`config.mk`:
```
export PLATFORM = sky130hd
export DESIGN_NAME = line_cache_reader
export DESIGN_NICKNAME = d
export VERILOG_FILES = /design/src/rtl/line_cache_reader.sv
export SDC_FILE = /design/constraint.sdc
export NUM_CORES = 1
export LEC_CHECK = 0
export ABC_AREA = 1
export CORE_MARGIN = 4
export CORE_UTILIZATION = 56
export CTS_CLUSTER_SIZE = 30
export DETAILED_ROUTE_END_ITERATION = 10
export HOLD_SLACK_MARGIN = 0.06
export PLACE_DENSITY = 0.95
export SLEW_MARGIN = 20
export SYNTH_ARGS = -nofsm -noshare
export SYNTH_HDL_FRONTEND = slang
export SYNTH_SLANG_ARGS = --single-unit
```
`constraint.sdc`:
```
create_clock -name clk -period 5.11 [get_ports clk]
set_clock_uncertainty 0.2 [all_clocks]
set_input_delay 0.511 -clock clk [delete_from_list [all_inputs] [get_ports clk]]
set_output_delay 0.511 -clock clk [all_outputs]
set_load 0.02 [all_outputs]
```
`src/rtl/line_cache_reader.sv`:
```
// line_cache_reader: reads one line of WIDTH pixels from a line_cache read port
// and streams it downstream over valid/ready through a 2-entry skid FIFO. Rev 1.0
`default_nettype none

module line_cache_reader #(
  parameter int WIDTH  = 640,
  parameter int ADDR_W = 10
) (
  input  logic              clk,
  input  logic              reset,
  input  logic              start,
  output logic              rd_en,
  output logic [ADDR_W-1:0] rd_addr,
  input  logic [7:0]        rd_data,
  output logic [7:0]        out_data,
  output logic              out_valid,
  input  logic              out_ready,
  output logic              out_last,
  output logic              busy,
  output logic              done
);

  localparam logic [1:0] S_IDLE  = 2'd0;
  localparam logic [1:0] S_READ  = 2'd1;
  localparam logic [1:0] S_DRAIN = 2'd2;
  localparam logic [1:0] S_DONE  = 2'd3;

  localparam logic [ADDR_W-1:0] LAST_ADDR = ADDR_W'(WIDTH - 1);

  logic [1:0]        state;
  logic [1:0]        state_next;
  logic [ADDR_W-1:0] index;
  logic              at_last;
  logic              in_flight;
  logic              in_flight_last;
  logic [7:0]        buf_data [2];
  logic [1:0]        buf_last;
  logic              wr_ptr;
  logic              rd_ptr;
  logic [1:0]        occupancy;
  logic              push;
  logic              pop;
  logic [2:0]        pending;
  logic              issue_ok;
  logic              final_xfer;
  logic              drain_empty;

  assign at_last  = (index == LAST_ADDR);
  assign push     = in_flight;
  assign pop      = out_valid & out_ready;

  // Slots committed after this cycle: buffered + returning - leaving.
  assign pending  = {1'b0, occupancy} + {2'b00, in_flight} - {2'b00, pop};
  assign issue_ok = (pending < 3'd2);

  assign final_xfer  = pop & out_last;
  assign drain_empty = !in_flight && (occupancy == {1'b0, pop});

  assign out_valid = (occupancy != 2'd0);
  assign out_data  = buf_data[rd_ptr];
  assign out_last  = out_valid & buf_last[rd_ptr];
  assign rd_addr   = index;

  always_ff @(posedge clk or posedge reset) begin
    if (reset) begin
      state <= S_IDLE;
    end else begin
      state <= state_next;
    end
  end

  always_comb begin
    state_next = state;
    case (state)
      S_IDLE:  if (start) state_next = S_READ;
      S_READ:  if (rd_en && at_last) state_next = S_DRAIN;
      S_DRAIN: if (drain_empty && final_xfer) state_next = S_DONE;
      S_DONE:  state_next = S_IDLE;
      default: state_next = S_IDLE;
    endcase
  end

  always_comb begin
    rd_en = 1'b0;
    busy  = 1'b1;
    done  = 1'b0;
    case (state)
      S_IDLE:  busy  = 1'b0;
      S_READ:  rd_en = issue_ok;
      S_DONE:  done  = 1'b1;
      default: ;
    endcase
  end

  // The index saturates at the last address so it never wraps.
  always_ff @(posedge clk or posedge reset) begin
    if (reset) begin
      index <= '0;
    end else if (state == S_IDLE && start) begin
      index <= '0;
    end else if (rd_en && !at_last) begin
      index <= index + 1'b1;
    end
  end

  always_ff @(posedge clk or posedge reset) begin
    if (reset) begin
      in_flight      <= 1'b0;
      in_flight_last <= 1'b0;
    end else begin
      in_flight      <= rd_en;
      in_flight_last <= rd_en & at_last;
    end
  end

  always_ff @(posedge clk or posedge reset) begin
    if (reset) begin
      buf_data[0] <= 8'h00;
      buf_data[1] <= 8'h00;
      buf_last    <= 2'b00;
      wr_ptr      <= 1'b0;
      rd_ptr      <= 1'b0;
      occupancy   <= 2'd0;
    end else begin
      if (push) begin
        buf_data[wr_ptr] <= rd_data;
        buf_last[wr_ptr] <= in_flight_last;
        wr_ptr           <= ~wr_ptr;
      end
      if (pop) begin
        rd_ptr <= ~rd_ptr;
      end
      occupancy <= occupancy + {1'b0, push} - {1'b0, pop};
    end
  end

endmodule

`default_nettype wire

```
==> results by stage <==
Status:
- The run finished with clean final reports.

STA:
- The transition time at the pin with the least slew margin is 0.615 ns.
- The clock period could shrink to 3.87 ns.
- The setup total negative slack is 0 ns.
- Once routing completed, OpenROAD measured the worst setup slack at 1.24 ns.
- Setup violations remaining at the end of the flow were counted as 0.
- Based on the critical path, the design can be clocked at up to 0.259 GHz.
- The post-route clock period utilization is 75.7%.
- Setup repair after global routing left no endpoint under its margin.
- The final hold violation count is 0.
- The relative slew slack is 59.0%.
- The max-slew violation count is 0.

Final layout:
- The post-route netlist has 11.1% of its cells at a drive strength greater than 1.
- The library cell used most frequently in the layout, excluding fill and tap cells, is sky130_fd_sc_hd__nand2_1.
- The post-route cell area is 2390 um^2.
- In the layout the commonest cells are 80 x sky130_fd_sc_hd__nand2_1, 36 x sky130_fd_sc_hd__dfrtp_1, 34 x sky130_fd_sc_hd__clkdlybuf4s50_1, 26 x sky130_fd_sc_hd__inv_1, 12 x sky130_fd_sc_hd__o21ai_1.
- Relative to the synthesized area, the layout overhead comes to 24.2%.
- After the last flow step, the layout net total stands at 290.
- The count of inserted antenna diode cells is 0.
- The layout has 284 filler cells.

Global route:
- The global-route wire length before repair is 6670 um.
- The number of antenna violations at the first check in global routing is 0.
- The number of global-route vias before repair came to 1,625.
- The largest net degree at the start of global routing is 37.
- The all-layer global routing usage is 20.1%.
- After global routing the overflow that remains totals 0.

Logic synthesis:
- Sequential cells were found to cover 46.7% of the synthesized design area.
- In the post-synthesis netlist, the biggest area contributors are sky130_fd_sc_hd__dfrtp_1 47%, sky130_fd_sc_hd__nand2_1 16%, sky130_fd_sc_hd__ha_1 5.2%, sky130_fd_sc_hd__inv_1 5.1%, sky130_fd_sc_hd__o21ai_1 3.1%.
- In the synthesized netlist the async set-or-reset flop fraction comes to 100%.
- The synthesized design spends more area on one cell type than any other, namely sky130_fd_sc_hd__dfrtp_1.
- For this run, the number of Yosys warnings is 0.
- Averaged over all synthesized cells, the footprint is 8.35 um^2.
- The number of enable flip-flop cells after synthesis is 0.
- The cell area after synthesis is 1930 um^2.
- The post-synthesis sequential element count is 36.
- The count of different cell masters after synthesis is 33.
- Synthesis produced a netlist with a net count of 252.
- The dominant synthesized flop cell is sky130_fd_sc_hd__dfrtp_1.
- Counting every instance in the synthesized netlist gives 231.
- The area share of the largest cell type after synthesis is 46.7%.

Critical path:
- STA classifies the critical path endpoint as an output pin.
- In this design, the stage delay of the slowest critical-path cell is 0.61 ns.
- The signal on the critical path passes through clkdlybuf4s50_1 > o21ai_1 > inv_1 > ha_1 > inv_1 > ha_1 > fa_1 > nor2_1 > nand3_4 > clkinv_2 > clkdlybuf4s50_1.
- The arrival time at the worst endpoint is 3.15 ns.
- Grouping stages by cell kind, the critical path spends the most delay in buffers and inverters.
- The type of the worst setup path is in2out.
- The type of element launching the critical path is an input pin.
- The required time reported for the critical path endpoint is 4.40 ns.
- For this design, the slowest cell found on the critical path is sky130_fd_sc_hd__clkdlybuf4s50_1.
- In this run the worst path has a maximum fanout of 3.
- Across all register-to-register paths, the minimum setup slack is 2.24 ns.
- The buffering stage count on the worst path with inverters included is 5.

Routing:
- Wires add up to 3880 um.
- The count of nets left with antenna violations after detail routing is 0.
- The detailed router finished its first iteration with 73 violations.
- The count of TritonRoute iterations in the first routing pass is 4.
- In the routed layout, each cell is associated on average with a via count of 5.06.
- The vias after detailed routing is 1,599.
- The count of unresolved DRC violations after routing is 0.
- The routed wirelength normalized by instance count is 12.3 um.

Floorplanning:
- The overall die height is 66.7 um.
- The core region is 3340 um^2.
- The initial standard-cell utilization of the core is 57.8%.
- The die extent in x is 66.7 um.
- During I/O placement, the number of pins put on the boundary was 35.
- The floorplan has 21 rows.
- The floorplan step defined a die boundary enclosing 4450 um^2.

Flow run:
- The total of max-cap violations is 0.

Placed design:
- Before CTS, the worst setup slack after placement is 1.22 ns.
- After detailed placement, the total cell area comes to 2310 um^2.
- The number of buffer cells added on primary ports is 34.
- The congestion estimate from routability-driven global placement came to 0.786.
- The HPWL after detailed placement is 2890 um.

Pwr:
- In this run the static leakage power is 1.18 nW.
- The final total power is 0.00133 W.
- The maximum VDD drop is 279 uV.
- Power spread over the standard cell area amounts to 554 nW/um^2.

Clocking:
- After clock tree synthesis, the flow added hold-fix buffers numbering 0.
- After clock tree synthesis, the clock-pin slew on the worst setup and hold paths is 0.12 ns.
- The number of resized instances in the post-cts repair step is 0.
- The TritonCTS clock tree is built.
- The maximum root-to-sink buffer count is 2.
- The cell chosen for the clock root is sky130_fd_sc_hd__clkbuf_4.
- The later pin in the worst-skew pair is clocked with a latency of 0.35 ns.
- TritonCTS created 5 clock buffers.
- The number of setup buffers added after CTS is 0.
- The clock tree synthesis step divided the H-tree into 2 levels.
- The TritonCTS sink count is 36.

Min path:
- The min-delay analysis places its worst path in the category reg2reg.
==> report_power, final <==
part / switching, W / total [W] / internal [W]
logic: 0.000382 / 0.000657 / 0.000275
registers: 0.0000796 / 0.000466 / 0.000386
clock network: 0.000102 / 0.000204 / 0.000102
==> synth_stat cells (3+ instances only) <==
library cell,instances
sky130_fd_sc_hd__o21ai_0,9
sky130_fd_sc_hd__buf_2,3
sky130_fd_sc_hd__nand4_1,4
sky130_fd_sc_hd__nand2_1,80
sky130_fd_sc_hd__dfrtp_1,36
sky130_fd_sc_hd__xor2_1,4
sky130_fd_sc_hd__or2_1,3
sky130_fd_sc_hd__nand3_1,8
sky130_fd_sc_hd__ha_1,8
sky130_fd_sc_hd__nor2_1,9
sky130_fd_sc_hd__o21ai_1,12
sky130_fd_sc_hd__inv_1,26
==> area by class of cell <==
cell class | count | area, um^2 | share of cell area (%)
multi-input combinational | 159 | 877 | 36.6
clock buffer | 5 | 37.5 | 1.57
tap | 46 | 57.6 | 2.40
sequential | 36 | 901 | 37.6
clock inverter | 3 | 42.5 | 1.78
timing repair buffer | 35 | 348 | 14.5
inverter | 32 | 131 | 5.49
==> routing by layer <==
| metal | vias up | GRT usage [%] | routed length [um] |
|---|---|---|---|
| met5 | - | 0 | 0 |
| met3 | 7 | 4.72 | 155 |
| met2 | 34 | 34.2 | 1960 |
| met1 | 760 | 23.4 | 1700 |
| met4 | 0 | 10.2 | 65 |
| li1 | 798 | - | - |
==> sequential cells by signal, indices dropped and copies added (netlist names) <==
| signal | cells |
|---|---|
| in_flight_last | 1 |
| buf_data | 16 |
| wr_ptr | 1 |
| rd_ptr | 1 |
| in_flight | 1 |
| occupancy | 2 |
| state | 2 |
| rd_addr | 10 |
| buf_last | 2 |
==> path summary, 6_finish.rpt <==
check	start	end	depth (start not counted)
worst max-delay path	out_ready	rd_en	11
worst min-delay path	buf_data[7]	buf_data[7]	2
worst max register to register	occupancy[1]	rd_addr[2]	14
worst min register to register	buf_data[7]	buf_data[7]	2
max in group asynchronous	reset	buf_data[1]	3
min in group asynchronous	reset	rd_addr[3]	3
==> metrics by stage <==
step / hold WS, ns / instances / utilization [%]
finish: 0.302 / 316 / 71.8
global route: 0.323 / 316 / 71.8
CTS: 0.301 / 316 / 71.8
detailed placement: 0.275 / 308 / 69.4
global placement: 0.266 / 308 / 69.4
floorplan: 0.253 / 231 / -
==> cell families (layout without fill, tap and decap cells) <==
family,Yosys count,count (layout),synth area share [%]
AND/OR/NAND/NOR,117,117,28.0
flip-flops,36,36,46.7
buffers and inverters,36,75,7.79
AO/OA/AOI/OAI,28,28,8.96
adder cells (fa/ha/maj),9,9,6.23
XOR/XNOR,5,5,2.27
==> worst min-delay path, cell delays in order, from the launching register on <==
cell	delay, ns
sky130_fd_sc_hd__dfrtp_1	0.37
sky130_fd_sc_hd__nand2_1	0.05
sky130_fd_sc_hd__o21ai_0	0.06
No activity file was read; power rests on OpenSTA's default activity.
